==> config.mk <==
export PLATFORM = sky130hd
export DESIGN_NAME = calculadora_seq_flat
export DESIGN_NICKNAME = d
export VERILOG_FILES = /design/src/rtl/calc_pkg.sv /design/src/rtl/calculadora_seq_if.sv /design/src/rtl/sync_edge.sv /design/src/rtl/calculadora_seq.sv /design/src/flat_wrapper.sv
export SDC_FILE = /design/constraint.sdc
export NUM_CORES = 1
export LEC_CHECK = 0
export ABC_AREA = 1
export CAP_MARGIN = 10
export CELL_PAD_IN_SITES_DETAIL_PLACEMENT = 0
export CELL_PAD_IN_SITES_GLOBAL_PLACEMENT = 1
export CORE_ASPECT_RATIO = 0.75
export CORE_MARGIN = 8
export CORE_UTILIZATION = 48
export CTS_CLUSTER_SIZE = 28
export DETAILED_ROUTE_END_ITERATION = 16
export GPL_TIMING_DRIVEN = 0
export PLACE_DENSITY = 0.94
export SLEW_MARGIN = 20
export SYNTH_ARGS = -nofsm -noshare
export SYNTH_HDL_FRONTEND = slang
export SYNTH_SLANG_ARGS = --single-unit
==> constraint.sdc <==
create_clock -name clk -period 4.65 [get_ports clk]
set_input_delay 0.6975 -clock clk [delete_from_list [all_inputs] [get_ports clk]]
set_output_delay 0.6975 -clock clk [all_outputs]
set_load 0.01 [all_outputs]
==> src/rtl/calc_pkg.sv <==
// Shared types and constants for the sequential calculator core.
//   op_t           : latched arithmetic operation
//   state_t        : control FSM states (OFF, IDLE, CALC)
//   CALC_W_DEFAULT : default operand/result magnitude width
package calc_pkg;

  localparam int CALC_W_DEFAULT = 7;

  typedef enum logic [1:0] {
    OP_ADD,
    OP_SUB,
    OP_MUL,
    OP_DIV
  } op_t;

  typedef enum logic [1:0] {
    OFF,
    IDLE,
    CALC
  } state_t;

endpackage

==> src/rtl/calculadora_seq_if.sv <==
// Operand, push-button and result bundle between the board top and the
// calculator core.
//   master : board side, drives operands and raw buttons, reads results
//   slave  : calculator core, reads operands/buttons, drives results
//   A, B          operands (W bits, unsigned)
//   b_lig         power toggle button (raw)
//   b_soma/b_sub/b_multi/b_div  operation buttons (raw, active-high)
//   Y, sinal, ovf, err          result magnitude, sign, overflow, div-by-zero
//   EN, busy, done              power-on, iteration running, result pulse
interface calculadora_seq_if #(
  parameter int W = calc_pkg::CALC_W_DEFAULT
);
  logic [W-1:0] A;
  logic [W-1:0] B;
  logic         b_lig;
  logic         b_soma;
  logic         b_sub;
  logic         b_multi;
  logic         b_div;
  logic [W-1:0] Y;
  logic         sinal;
  logic         ovf;
  logic         err;
  logic         EN;
  logic         busy;
  logic         done;

  modport master (
    output A, B, b_lig, b_soma, b_sub, b_multi, b_div,
    input  Y, sinal, ovf, err, EN, busy, done
  );

  modport slave (
    input  A, B, b_lig, b_soma, b_sub, b_multi, b_div,
    output Y, sinal, ovf, err, EN, busy, done
  );

endinterface

==> src/rtl/sync_edge.sv <==
// Two-flop synchroniser followed by a rising-edge detector for one raw
// push-button level.
//   clk, rst : clock, asynchronous active-high reset
//   d        : raw button level
//   pulse    : one-cycle event, high two cycles after d is first sampled high
// All flops reset to 1 so a button held through reset yields no event until
// it has been released and pressed again.
module sync_edge (
  input  logic clk,
  input  logic rst,
  input  logic d,
  output logic pulse
);

  logic sync_p0;
  logic sync_p1;
  logic hist_p2;

  always_ff @(posedge clk or posedge rst) begin
    if (rst) begin
      sync_p0 <= 1'b1;
      sync_p1 <= 1'b1;
      hist_p2 <= 1'b1;
    end else begin
      // stage 0: metastability capture
      sync_p0 <= d;
      // stage 1: synchronised level
      sync_p1 <= sync_p0;
      // stage 2: previous level for edge detection
      hist_p2 <= sync_p1;
    end
  end

  assign pulse = sync_p1 & ~hist_p2;

endmodule

==> src/rtl/calculadora_seq.sv <==
// Sequential calculator core. Add/subtract complete in one cycle after a
// command is accepted; multiply (shift-add) and divide (restoring) iterate
// one bit per cycle for W cycles.
//   clk, rst : clock, asynchronous active-high reset
//   bus      : calculadora_seq_if.slave (operands, raw buttons, results)
module calculadora_seq
  import calc_pkg::*;
#(
  parameter int W = CALC_W_DEFAULT
) (
  input logic              clk,
  input logic              rst,
  calculadora_seq_if.slave bus
);

  localparam int CW = $clog2(W + 1);

  // {carry, sum}
  function automatic logic [W:0] add_op(input logic [W-1:0] a, input logic [W-1:0] b);
    return {1'b0, a} + {1'b0, b};
  endfunction

  // {sign, magnitude}
  function automatic logic [W:0] sub_op(input logic [W-1:0] a, input logic [W-1:0] b);
    if (a >= b) return {1'b0, a - b};
    else        return {1'b1, b - a};
  endfunction

  // One shift-add step: the upper W+1 bits accumulate the multiplicand when
  // the current multiplier bit (p[0]) is set, then everything shifts right.
  function automatic logic [2*W:0] mul_step(input logic [2*W:0] p, input logic [W-1:0] a);
    logic [W:0] s;
    s = p[2*W:W] + (p[0] ? {1'b0, a} : {(W+1){1'b0}});
    return {s, p[W-1:0]} >> 1;
  endfunction

  // One restoring-division step, returns {remainder, quotient/dividend}.
  // The trial remainder is below 2*B, so the restored value fits in W bits.
  function automatic logic [2*W-1:0] div_step(input logic [W-1:0] rem, input logic [W-1:0] quo,
                                              input logic [W-1:0] b);
    logic [W:0]   r_sh;
    logic [W-1:0] rem_n;
    logic         qbit;
    r_sh = {rem, quo[W-1]};
    if (r_sh >= {1'b0, b}) begin
      rem_n = r_sh[W-1:0] - b;
      qbit  = 1'b1;
    end else begin
      rem_n = r_sh[W-1:0];
      qbit  = 1'b0;
    end
    return {rem_n, quo[W-2:0], qbit};
  endfunction

  logic ev_lig, ev_soma, ev_sub, ev_mul, ev_div;

  sync_edge u_se_lig  (.clk(clk), .rst(rst), .d(bus.b_lig),   .pulse(ev_lig));
  sync_edge u_se_soma (.clk(clk), .rst(rst), .d(bus.b_soma),  .pulse(ev_soma));
  sync_edge u_se_sub  (.clk(clk), .rst(rst), .d(bus.b_sub),   .pulse(ev_sub));
  sync_edge u_se_mul  (.clk(clk), .rst(rst), .d(bus.b_multi), .pulse(ev_mul));
  sync_edge u_se_div  (.clk(clk), .rst(rst), .d(bus.b_div),   .pulse(ev_div));

  state_t         state, state_n;
  op_t            op_n, op_q;
  logic           accept;
  logic           go_off;
  logic           last;
  logic [CW-1:0]  cnt;

  logic [W-1:0]   a_q;
  logic [W-1:0]   b_q;
  logic [2*W:0]   p;
  logic [2*W:0]   p_next;
  logic [W-1:0]   rem;
  logic [W-1:0]   quo;
  logic [2*W-1:0] d_next;

  logic [W-1:0]   y_q;
  logic           sinal_q, ovf_q, err_q, done_q;

  logic [W:0]     add_r;
  logic [W:0]     sub_r;

  assign last   = (cnt == CW'(1));
  assign p_next = mul_step(p, a_q);
  assign d_next = div_step(rem, quo, b_q);
  assign add_r  = add_op(bus.A, bus.B);
  assign sub_r  = sub_op(bus.A, bus.B);

  always_ff @(posedge clk or posedge rst) begin
    if (rst) state <= OFF;
    else     state <= state_n;
  end

  // Button priority: lig > soma > sub > multi > div. Operation events
  // outside IDLE are dropped.
  always_comb begin
    state_n = state;
    accept  = 1'b0;
    go_off  = 1'b0;
    op_n    = OP_ADD;
    case (state)
      OFF: begin
        if (ev_lig) state_n = IDLE;
      end
      IDLE: begin
        if (ev_lig) begin
          state_n = OFF;
          go_off  = 1'b1;
        end else if (ev_soma) begin
          accept = 1'b1;
          op_n   = OP_ADD;
        end else if (ev_sub) begin
          accept = 1'b1;
          op_n   = OP_SUB;
        end else if (ev_mul) begin
          accept  = 1'b1;
          op_n    = OP_MUL;
          state_n = CALC;
        end else if (ev_div) begin
          accept = 1'b1;
          op_n   = OP_DIV;
          // Division by zero is flagged immediately, without iterating.
          if (bus.B != '0) state_n = CALC;
        end
      end
      CALC: begin
        if (ev_lig) begin
          state_n = OFF;
          go_off  = 1'b1;
        end else if (last) begin
          state_n = IDLE;
        end
      end
      default: state_n = OFF;
    endcase
  end

  // Iteration datapath; its contents only matter while CALC is active.
  always_ff @(posedge clk) begin
    if (accept) begin
      a_q  <= bus.A;
      b_q  <= bus.B;
      op_q <= op_n;
      p    <= {{(W+1){1'b0}}, bus.B};
      rem  <= '0;
      quo  <= bus.A;
    end else if (state == CALC) begin
      p   <= p_next;
      rem <= d_next[2*W-1:W];
      quo <= d_next[W-1:0];
    end
  end

  always_ff @(posedge clk or posedge rst) begin
    if (rst) begin
      cnt     <= '0;
      y_q     <= '0;
      sinal_q <= 1'b0;
      ovf_q   <= 1'b0;
      err_q   <= 1'b0;
      done_q  <= 1'b0;
    end else begin
      done_q <= 1'b0;
      if (go_off) begin
        cnt     <= '0;
        y_q     <= '0;
        sinal_q <= 1'b0;
        ovf_q   <= 1'b0;
        err_q   <= 1'b0;
      end else if (accept) begin
        ovf_q <= 1'b0;
        err_q <= 1'b0;
        case (op_n)
          OP_ADD: begin
            y_q     <= add_r[W-1:0];
            ovf_q   <= add_r[W];
            sinal_q <= 1'b0;
            done_q  <= 1'b1;
          end
          OP_SUB: begin
            y_q     <= sub_r[W-1:0];
            sinal_q <= sub_r[W];
            done_q  <= 1'b1;
          end
          OP_MUL: cnt <= CW'(W);
          default: begin
            if (bus.B == '0) begin
              err_q   <= 1'b1;
              y_q     <= '1;
              sinal_q <= 1'b0;
              done_q  <= 1'b1;
            end else begin
              cnt <= CW'(W);
            end
          end
        endcase
      end else if (state == CALC) begin
        cnt <= cnt - CW'(1);
        if (last) begin
          done_q  <= 1'b1;
          sinal_q <= 1'b0;
          if (op_q == OP_MUL) begin
            y_q   <= p_next[W-1:0];
            ovf_q <= |p_next[2*W-1:W];
          end else begin
            y_q <= d_next[W-1:0];
          end
        end
      end
    end
  end

  assign bus.Y     = y_q;
  assign bus.sinal = sinal_q;
  assign bus.ovf   = ovf_q;
  assign bus.err   = err_q;
  assign bus.done  = done_q;
  assign bus.EN    = (state != OFF);
  assign bus.busy  = (state == CALC);

endmodule

==> src/flat_wrapper.sv <==
// flat-port wrapper written by rule: the top's interface ports become plain ports
module calculadora_seq_flat import calc_pkg::*;
#(
  parameter int W = CALC_W_DEFAULT
)
  (clk, rst, bus_A, bus_B, bus_b_lig, bus_b_soma, bus_b_sub, bus_b_multi, bus_b_div, bus_Y, bus_sinal, bus_ovf, bus_err, bus_EN, bus_busy, bus_done);
  calculadora_seq_if #(.W(W)) bus_i ();
  input logic clk;
  input logic rst;
  input wire logic [$bits(bus_i.A)-1:0] bus_A;
  input wire logic [$bits(bus_i.B)-1:0] bus_B;
  input wire logic [$bits(bus_i.b_lig)-1:0] bus_b_lig;
  input wire logic [$bits(bus_i.b_soma)-1:0] bus_b_soma;
  input wire logic [$bits(bus_i.b_sub)-1:0] bus_b_sub;
  input wire logic [$bits(bus_i.b_multi)-1:0] bus_b_multi;
  input wire logic [$bits(bus_i.b_div)-1:0] bus_b_div;
  output wire logic [$bits(bus_i.Y)-1:0] bus_Y;
  output wire logic [$bits(bus_i.sinal)-1:0] bus_sinal;
  output wire logic [$bits(bus_i.ovf)-1:0] bus_ovf;
  output wire logic [$bits(bus_i.err)-1:0] bus_err;
  output wire logic [$bits(bus_i.EN)-1:0] bus_EN;
  output wire logic [$bits(bus_i.busy)-1:0] bus_busy;
  output wire logic [$bits(bus_i.done)-1:0] bus_done;
  assign bus_i.A = bus_A;
  assign bus_i.B = bus_B;
  assign bus_i.b_lig = bus_b_lig;
  assign bus_i.b_soma = bus_b_soma;
  assign bus_i.b_sub = bus_b_sub;
  assign bus_i.b_multi = bus_b_multi;
  assign bus_i.b_div = bus_b_div;
  assign bus_Y = bus_i.Y;
  assign bus_sinal = bus_i.sinal;
  assign bus_ovf = bus_i.ovf;
  assign bus_err = bus_i.err;
  assign bus_EN = bus_i.EN;
  assign bus_busy = bus_i.busy;
  assign bus_done = bus_i.done;
  calculadora_seq #(.W(W)) u_core (.clk(clk), .rst(rst), .bus(bus_i));
endmodule
After elaboration in Yosys (flattened, before gate mapping). Index checks and enable logic that the tools add are counted.

Register bits after elaboration: 75. Input port bits: 21. Output and inout port bits: 13. Word-level logic and storage cells: 146.

Add/sub/neg operators: 6. Magnitude comparators: 2. Equality and inequality tests: 16. Muxes and demuxes: 65. Bitwise operators: 10. Reduce and logical (&&, ||, !) cells: 18.

Operator list (count): 7-bit 2-to-1 mux (12); 2-bit 2-to-1 mux (15); 1-bit 2-to-1 mux (28); 7-bit case mux with 3 select lines (1); 7-bit subtractor (3); 7-bit by 7-bit adder with 8-bit output (2); 3-bit 2-to-1 mux (4); 3-bit nonzero test (3); 8-bit by 7-bit >= comparator with 1-bit output (1); 8-bit 2-to-1 mux (1); 4-bit by 1-bit != test with 1-bit output (second input constant) (2); 7-bit >= comparator (1); 7-bit logical NOT (1); 7-bit nonzero test (1); 7-bit OR reduction (1); 2-bit == test (second input constant) (3); 3-bit by 2-bit != test with 1-bit output (second input constant) (2); 3-bit != test (second input constant) (2); 2-bit case mux with 3 select lines (1); 3-bit case mux with 2 select lines (1); 3-bit AND reduction (2); 6-bit AND reduction (1); 2-bit nonzero test (3); 1-bit AND (5); other kinds (14) (21).

Longest topological paths before layout. Gate-level depths: netlist of run 1.

Word-level depth: 13. Gate-level depth with buffers: 17. Gate-level depth less buffers: 17.

Hierarchy. From an unflattened synthesis of run 1, not the netlist that was laid out.

Cells, all modules: 639. Area total of the unflattened synthesis: 4996.0 sq um.

Modules (own cells, without submodules): calculadora_seq (instances 1, cells each 609, area each 4533.1 sq um, seq. area each 1581.5 sq um); sync_edge (instances 5, cells each 6, area each 92.6 sq um, seq. area each 78.8 sq um).

Worst setup path after synthesis of run 1. Ideal clock, no wire load.

Kind: input to register. Start: input port bus_B[0]. End: register u_core.y_q[4], in the netlist u_core.bus.Y[4]. Library setup time: 0.117 ns. Arrival: 2.029 ns. Data required time: 4.533 ns. Setup slack: 2.504 ns. Stages: 15. Path buffers: 0. Path through: inv_1 > ha_1 > inv_1 > fa_1 > inv_1 > nor2_1 > nor2_1 > xor2_1 > nand2_1 > nand2_1 > nand2_1 > nand2_1 > nand2_1 > nand2_1 > nand2_1.

Word-level cells in the longest chain between the ends: 5. Elaborated cells between the ends (all ways): 11. Classes of those cells: add/sub (3); order compare (1); eq/ne (1); mux (4); reduce/logical (2).

Ends and longest elaborated chain: start, declared (line flat_wrapper.sv:11) `input wire logic [$bits(bus_i.B)-1:0] bus_B;`; 7-bit subtractor, or another cell as far along (line calculadora_seq.sv:26) `else return {1'b1, b - a};`; 8-bit 2-to-1 mux (line calculadora_seq.sv:25) `if (a >= b) return {1'b0, a - b};`; 7-bit case mux with 3 select lines (line calculadora_seq.sv:174) `case (op_n)`; 7-bit 2-to-1 mux (line calculadora_seq.sv:171) `end else if (accept) begin`; 7-bit 2-to-1 mux (line calculadora_seq.sv:165) `if (go_off) begin`; end signal, assigned (line calculadora_seq.sv:176) `y_q <= add_r[W-1:0];`; end signal, assigned (line calculadora_seq.sv:182) `y_q <= sub_r[W-1:0];`; end signal, assigned (line calculadora_seq.sv:204) `y_q <= p_next[W-1:0];`; end, declared (line calculadora_seq.sv:78) `logic [W-1:0] y_q;`.

Several ways; a longest one is shown, not always the timed one. A chain may end at the register's enable or synchronous reset.

Worst setup path in the final report of run 1.
Start: input port bus_B[1]. End: register u_core.y_q[6], in the netlist u_core.bus.Y[6].

The elaborated chain is that of the path after synthesis.

==> metrics.md, run 1 <==
| Metric | Value |
|---|---|
| Outcome | finished clean |
| Highest ir drop seen on vdd | 0.000203 V |
| Number of vias in the routed layout | 4173 |
| Ratio of final minimum period to clock period | 60.8% |
| Number of cells after detailed placement | 791 |
| Root buf cell | clkbuf_16 |
| Final total negative setup slack | 0 ps |
| Power density over cell area | 539 nW/um^2 |
| Deepest level of the CTS H-tree | 3 |
| Area post-placement | 5420 um^2 |
| Highest clock rate | 353 MHz |
| Setup Fix Bufs, Post-CTS | 0 |
| Critical-path maximum fanout | 7 |
| Die area | 13800 um^2 |
| Final min period | 2830 ps |
| Net count of the mapped netlist | 688 |
| TritonCTS clock tree | built |
| Total clock buffers created by CTS | 9 |
| Required @ worst endpoint | 4880 ps |
| Clock latency reported for the late side of the worst-skew pair | 340 ps |
| Top-Level Pins | 34 |
| Post-synthesis to final-layout area growth | 17.1% |
| Final non-filler cell area | 5760 um^2 |
| First-pass detailed-route iteration total | 5 |
| Library cells used by synthesis | 39 |
| Post-DRT Antenna Nets | 0 |
| Number of synthesized register bits | 75 |
| Total leakage power | 2.90 nW |
| Vias per cell | 5.17 |
| Post-Synthesis Mean Instance Area | 7.91 um^2 |
| Clock-pin transition on the worst setup and hold timing paths | 60 ps |
| Pins over their slew limit | 0 |
| Count of mapped cells out of synthesis | 622 |
| Layout Utilization | 56.9% |
| Count of hold-fix buffers inserted at cts | 0 |
| Total GRT Usage | 17.9% |
| Wire length of the first global-routing pass | 20100 um |
| Most frequent standard cell in the layout excluding fill and tap cells | nand2_1 |
| Post-Synthesis Cell Area | 4920 um^2 |
| DR DRC count | 0 |
| DR iter-0 viols | 316 |
| Highest-count cells in the layout ignoring fill and taps | nand2_1 (211), inv_1 (90), ha_1 (40) |
| Maximum number of pins on one net before global-route repair | 32 |
| Total Wirelength | 11700 um |
| Max-slew headroom | 58.7% |
| Sequential area share after synthesis | 40.2% |
| Type of the worst setup path | input pin to register |
| Reg2reg setup slack | 2410 ps |
| Core Area | 10100 um^2 |
| Die width | 133 um |
| Final hold violation count | 0 |
| Non-filler cells, final | 807 |
| Final Skew | 7.37 ps |
| Antenna violations before repair | 0 |
| Site Rows | 32 |
| Count of maximum capacitance violations | 0 |
| Final global-route overflow total | 0 |
| Initial Utilization | 48.5% |
| Routability congestion estimate from global placement | 0.887 |
| Arr. time, crit path | 3060 ps |
| YS warnings | 0 |
| Clock Tree Buf Depth | 2 |
| PostCTS Resize Cnt | 0 |
| Via count of the first global-routing pass | 4209 |
| Final HPWL from detailed placement | 8970 um |
| Unrepaired setup endpoints after global routing | false |
| Number of input and output port buffers inserted | 33 |
| Final worst hold slack | 356 ps |
| Launching element type of the critical path | input pin |
| Clock sinks | 75 |
| Least-Margin Pin Slew | 619 ps |
| Die H | 104 um |
| Net count reported at finish | 732 |
| Final setup viols | 0 |
| Inserted Diodes | 0 |
| Endpoint type of the worst setup path | register |
| Fraction of final layout cells with drive strength greater than 1 | 9.24% |
| Worst hold path type | register to register |
| Wire per inst | 14.5 um |
==> path summary, 6_finish.rpt <==
kind / from / endpoint / depth (start not counted)
setup / recovery: bus_B[1] / u_core.bus.Y[6] / 15
hold reg to reg: u_core.u_se_lig.sync_p0 / u_core.u_se_lig.sync_p1 / 0
min in group asynchronous: rst / u_core.cnt[0] / 2
setup reg to reg: u_core.p[0] / u_core.bus.ovf / 12
max in group asynchronous: rst / u_core.bus.Y[5] / 2
hold / removal: u_core.u_se_lig.sync_p0 / u_core.u_se_lig.sync_p1 / 0
==> Yosys cell counts <==
| library cell | count | share of area [%] |
|---|---|---|
| a22oi_4 | 1 | 0.43 |
| nor2_4 | 3 | 0.69 |
| edfxtp_1 | 30 | 18 |
| nand2_1 | 211 | 16 |
| dfxtp_1 | 14 | 5.7 |
| ha_1 | 40 | 10 |
| inv_2 | 4 | 0.31 |
| nand3_2 | 1 | 0.20 |
| o21ai_2 | 1 | 0.18 |
| a22o_1 | 3 | 0.53 |
| nor2_8 | 2 | 0.81 |
| fa_1 | 5 | 2.0 |
| inv_1 | 91 | 6.9 |
| buf_6 | 1 | 0.23 |
| o211ai_1 | 6 | 0.92 |
| nand4_1 | 14 | 1.8 |
| a31oi_1 | 3 | 0.38 |
| a21o_1 | 3 | 0.46 |
| dfrtp_1 | 16 | 8.1 |
| o21ai_4 | 2 | 0.66 |
| o21ai_1 | 8 | 0.81 |
| nor3_1 | 2 | 0.20 |
| o21ai_0 | 25 | 2.5 |
| nand3_1 | 31 | 3.2 |
| clkbuf_1 | 1 | 0.076 |
| nor4_1 | 1 | 0.13 |
| or2_1 | 1 | 0.13 |
| dfstp_2 | 15 | 8.0 |
| and2_1 | 2 | 0.25 |
| xnor2_1 | 5 | 0.89 |
| a21oi_1 | 23 | 2.3 |
| nand2_2 | 7 | 0.89 |
| xor2_1 | 11 | 2.0 |
| o21bai_1 | 2 | 0.31 |
| nor2_1 | 27 | 2.1 |
| buf_4 | 3 | 0.46 |
| inv_4 | 1 | 0.13 |
| buf_2 | 5 | 0.51 |
| o22ai_1 | 1 | 0.13 |
==> logic make-up (layout without fill, tap and decap cells) <==
logic type | after synthesis | after routing | synth area share [%]
AOI/OAI and AO/OA | 78 | 78 | 9.69
buffers and inverters | 106 | 155 | 8.65
adders and majority gates | 45 | 45 | 12.2
and+or+nand+nor | 302 | 302 | 26.4
DFF | 75 | 75 | 40.2
xor gates and xnor gates | 16 | 16 | 2.85
==> sequential cells by signal, summed over array words and instances, names as in the netlist, 2 cells and up <==
signal and count:
u_core.b_q 7, u_core.rem 7, u_core.bus.Y 7, u_core.op_q 2, u_core.state 2, u_core.cnt 3
u_core.p 14, u_core.a_q 7, u_core.quo 7
==> metal layers <==
metal	GRT usage (%)	vias up	part of all wire (%)
met5	0	-	0
met3	4.20	24	5.1
li1	-	2086	-
met4	5.82	0	1.9
met2	28.8	115	46
met1	23.1	1948	47
==> cell type report <==
| cell class | count | area (um^2) |
|---|---|---|
| fill | 938 | 4370 |
| multi-input combinational | 441 | 2520 |
| sequential | 75 | 1980 |
| inverter | 96 | 363 |
| timing repair buffer | 33 | 330 |
| clock buffer | 10 | 229 |
| tap | 136 | 170 |
| clock inverter | 6 | 113 |
| buffer | 10 | 62.6 |
==> per-stage QoR <==
stage                     setup WS [ps]  power (mW)
final                              1820        3.10
after global routing               1550        3.34
after CTS                          1810        3.11
after detailed placement           1470        2.30
after global placement             1440        2.26
after floorplan                    2500        1.91
==> critical path, cell delays in order <==
cell and delay (ps):
clkdlybuf4s50_1 610, inv_1 210, ha_1 380, nand2_1 120, inv_1 60, a21oi_1 170, nor2_1 90, nor2_4 220
nand2_1 80, nand2_1 90, nand2_1 60, nand2_1 90, nand2_1 60, nand2_1 60, nand2_1 40
==> power breakdown <==
part           total [mW]  leakage (nW)  switching, mW  internal [mW]
clock network       0.801         0.167          0.275          0.526
logic                1.28          1.97          0.804          0.480
registers            1.02         0.759         0.0989          0.918
total                3.10          2.90           1.18           1.92
Power figures use the tool's default switching activity.
==> run 2, diff against run 1 <==
--- a/config.mk
+++ b/config.mk
@@ -11,11 +11,11 @@
 export CELL_PAD_IN_SITES_GLOBAL_PLACEMENT = 1
 export CORE_ASPECT_RATIO = 0.75
 export CORE_MARGIN = 8
-export CORE_UTILIZATION = 48
+export CORE_UTILIZATION = 45
 export CTS_CLUSTER_SIZE = 28
 export DETAILED_ROUTE_END_ITERATION = 16
 export GPL_TIMING_DRIVEN = 0
-export PLACE_DENSITY = 0.94
+export PLACE_DENSITY = 0.89
 export SLEW_MARGIN = 20
 export SYNTH_ARGS = -nofsm -noshare
 export SYNTH_HDL_FRONTEND = slang
==> constraint.sdc (replaced) <==
create_clock -name clk -period 2.8 [get_ports clk]
set_input_delay 0.42 -clock clk [delete_from_list [all_inputs] [get_ports clk]]
set_output_delay 0.42 -clock clk [all_outputs]
set_load 0.01 [all_outputs]
==> run 2 against run 1 <==
Effect of this change: utilization decreased by 3.8 points; clock-buffer cell count increased by 5; global-route usage decreased by 0.97 points; via count decreased by 1.8%; combinational power increased by 66%; register-to-register slack got worse by 1900 ps; final area decreased by 0.67%; critical path depth increased by 1; sequential power increased by 66%; critical path type unchanged; largest cell class unchanged.
==> metrics.md, run 2 (synthesized netlist as in run 1, its figures left out) <==
| Metric | Value |
|---|---|
| Least-Margin Pin Slew | 615 ps (-3.86 ps) |
| Clock Tree Buf Depth | 2 (unchanged) |
| Maximum number of pins on one net before global-route repair | 32 (unchanged) |
| Number of input and output port buffers inserted | 33 (unchanged) |
| Inserted Diodes | 0 (unchanged) |
| Clock sinks | 75 (unchanged) |
| Number of cells on the worst reg-to-reg path | 12 (unchanged) |
| Max-slew headroom | 59.0% (+0.26 points) |
| Via count of the first global-routing pass | 4060 (-3.5%) |
| Unrepaired setup endpoints after global routing | false |
| Most flop-heavy register | u_core.p |
| First-pass detailed-route iteration total | 4 (-1) |
| Final non-filler cell area | 5720 um^2 (-0.67%) |
| Total clock buffers created by CTS | 9 (unchanged) |
| Initial Utilization | 45.6% (-2.9 points) |
| Site Rows | 33 (+3.1%) |
| Count of maximum capacitance violations | 0 (unchanged) |
| Die H | 107 um (+2.8%) |
| Final hold violation count | 0 (unchanged) |
| Highest ir drop seen on vdd | 0.000422 V (+110%) |
| Deepest level of the CTS H-tree | 3 (unchanged) |
| Net count reported at finish | 732 (unchanged) |
| Required @ worst endpoint | 3020 ps (-1860 ps) |
| Total GRT Usage | 16.9% (-0.97 points) |
| Area post-placement | 5420 um^2 (about the same) |
| Routability congestion estimate from global placement | 0.910 (+2.6%) |
| Root buf cell | clkbuf_16 |
| Endpoint type of the worst setup path | register |
| Power density over cell area | 866 nW/um^2 (+61%) |
| Final setup viols | 0 (unchanged) |
| Die area | 14600 um^2 (+5.7%) |
| Final min period | 2540 ps |
| Core Area | 10800 um^2 (+6.4%) |
| Count of hold-fix buffers inserted at cts | 0 (unchanged) |
| Highest-count cells in the layout ignoring fill and taps | nand2_1 (211), inv_1 (90), ha_1 (40) |
| Type of the worst setup path | input pin to register |
| Number of vias in the routed layout | 4098 (-1.8%) |
| Fillers | 1025 (+9.3%) |
| Pins over their slew limit | 0 (unchanged) |
| Startpoint of the most critical register-to-register path | u_core.p[0] |
| Ratio of final minimum period to clock period | 90.8% |
| DR DRC count | 0 (unchanged) |
| Highest clock rate | 393 MHz |
| Critical Path Start | bus_B[2] |
| Launching element type of the critical path | input pin |
| Capturing instance or port of the critical path | u_core.bus.Y[6] |
| Vias per cell | 5.05 (-2.3%) |
| Reg2reg setup slack | 550 ps (-1860 ps) |
| Wire per inst | 14.4 um (-1.3%) |
| Arr. time, crit path | 2760 ps (-300 ps) |
| Wire length of the first global-routing pass | 19900 um (-1.1%) |
| Final global-route overflow total | 0 (unchanged) |
| DR iter-0 viols | 309 (-2.2%) |
| Post-DRT Antenna Nets | 0 (unchanged) |
| Setup Fix Bufs, Post-CTS | 0 (unchanged) |
| Final HPWL from detailed placement | 9020 um (+0.55%) |
| TritonCTS clock tree | built |
| Fraction of final layout cells with drive strength greater than 1 | 8.79% (-0.45 points) |
| Most frequent standard cell in the layout excluding fill and tap cells | nand2_1 |
| Worst r2r dst | u_core.bus.ovf |
| Die width | 137 um (+2.9%) |
| Outcome | finished clean |
| Final Skew | 12.8 ps (+5.40 ps) |
| Clock latency reported for the late side of the worst-skew pair | 330 ps (about the same) |
| Post-synthesis to final-layout area growth | 16.3% |
| Antenna violations before repair | 0 (unchanged) |
| Total leakage power | 2.88 nW (-0.47%) |
| Layout Utilization | 53.1% (-3.8 points) |
| Top-Level Pins | 34 (unchanged) |
| Total Wirelength | 11600 um (-0.83%) |
| Max reg flops | 14 (unchanged) |
| Clock-pin transition on the worst setup and hold timing paths | 50 ps (about the same) |
| Critical-path maximum fanout | 10 (+3) |
| Worst hold path type | register to register |
[run 2: layer usage]
layer / wire length, um / up-vias / global-route usage (%) / part of all wire (%)
met5: 0 / - / 0 / 0
met4: 126 / 0 / 4.61 / 1.1
met3: 398 / 12 / 2.54 / 3.4
met2: 5440 / 86 / 26.8 / 47
met1: 5680 / 1925 / 23.4 / 49
li1: - / 2075 / - / -
[run 2: stage by stage]
| step | TNS, ps | power [mW] | hold WS [ps] | worst slack, ps | instances |
|---|---|---|---|---|---|
| 6_report | 0 | 4.95 | 355 | 258 | 811 |
| 5_1_grt | 0 | 5.33 | 359 | 25.9 | 811 |
| 4_1_cts | 0 | 4.99 | 356 | 112 | 811 |
| 3_5_place_dp | -1130 | 3.82 | 348 | -206 | 795 |
| 3_3_place_gp | -909 | 3.77 | 346 | -182 | 795 |
| 2_1_floorplan | 0 | 3.18 | 345 | 802 | 622 |
[run 2: how the worst min path moves through the flow]
stage | to | cells after the start | startpoint | slack (ps)
floorplan | u_core.u_se_div.sync_p1 | 0 | u_core.u_se_div.sync_p0 | 350
global placement | u_core.u_se_sub.sync_p1 | 0 | u_core.u_se_sub.sync_p0 | 350
detailed placement | u_core.u_se_div.sync_p1 | 0 | u_core.u_se_div.sync_p0 | 350
CTS | u_core.u_se_soma.sync_p1 | 0 | u_core.u_se_soma.sync_p0 | 360
global route | u_core.u_se_div.hist_p2 | 0 | u_core.u_se_div.sync_p1 | 360
finish | u_core.u_se_soma.sync_p1 | 0 | u_core.u_se_soma.sync_p0 | 350
[run 2: layout make-up]
type | instances | area (um^2) | area share [%]
Clock buffer | 15 | 290 | 5.07
Buffer | 10 | 62.6 | 1.09
Multi-Input combinational cell | 441 | 2520 | 44.0
Sequential cell | 75 | 1980 | 34.5
Tap cell | 140 | 175 | 3.06
Timing Repair Buffer | 33 | 333 | 5.82
Inverter | 96 | 363 | 6.34
Clock inverter | 1 | 5.00 | 0.0875
[run 2: where the power goes]
group | switching [mW] | internal, mW | total (mW) | leakage [nW]
registers | 0.167 | 1.53 | 1.69 | 0.759
clock network | 0.425 | 0.708 | 1.13 | 0.144
logic | 1.33 | 0.797 | 2.13 | 1.98
[run 2: critical path: stages]
cell,delay (ps)
clkdlybuf4s50_1,570
inv_1,120
ha_1,320
buf_6,150
nand2_1,100
inv_1,70
a21oi_1,210
nor2_1,100
nor2_4,220
nand2_1,80
nand2_1,110
nand2_1,60
nand2_1,70
nand2_1,50
nand2_1,60
nand2_1,50
[run 2: what timing repair did]
item | in CTS | in global routing
hold endpoints to repair | 0 | 0
setup endpoints to repair | 0 | 6
gates resized for setup | 0 | 1
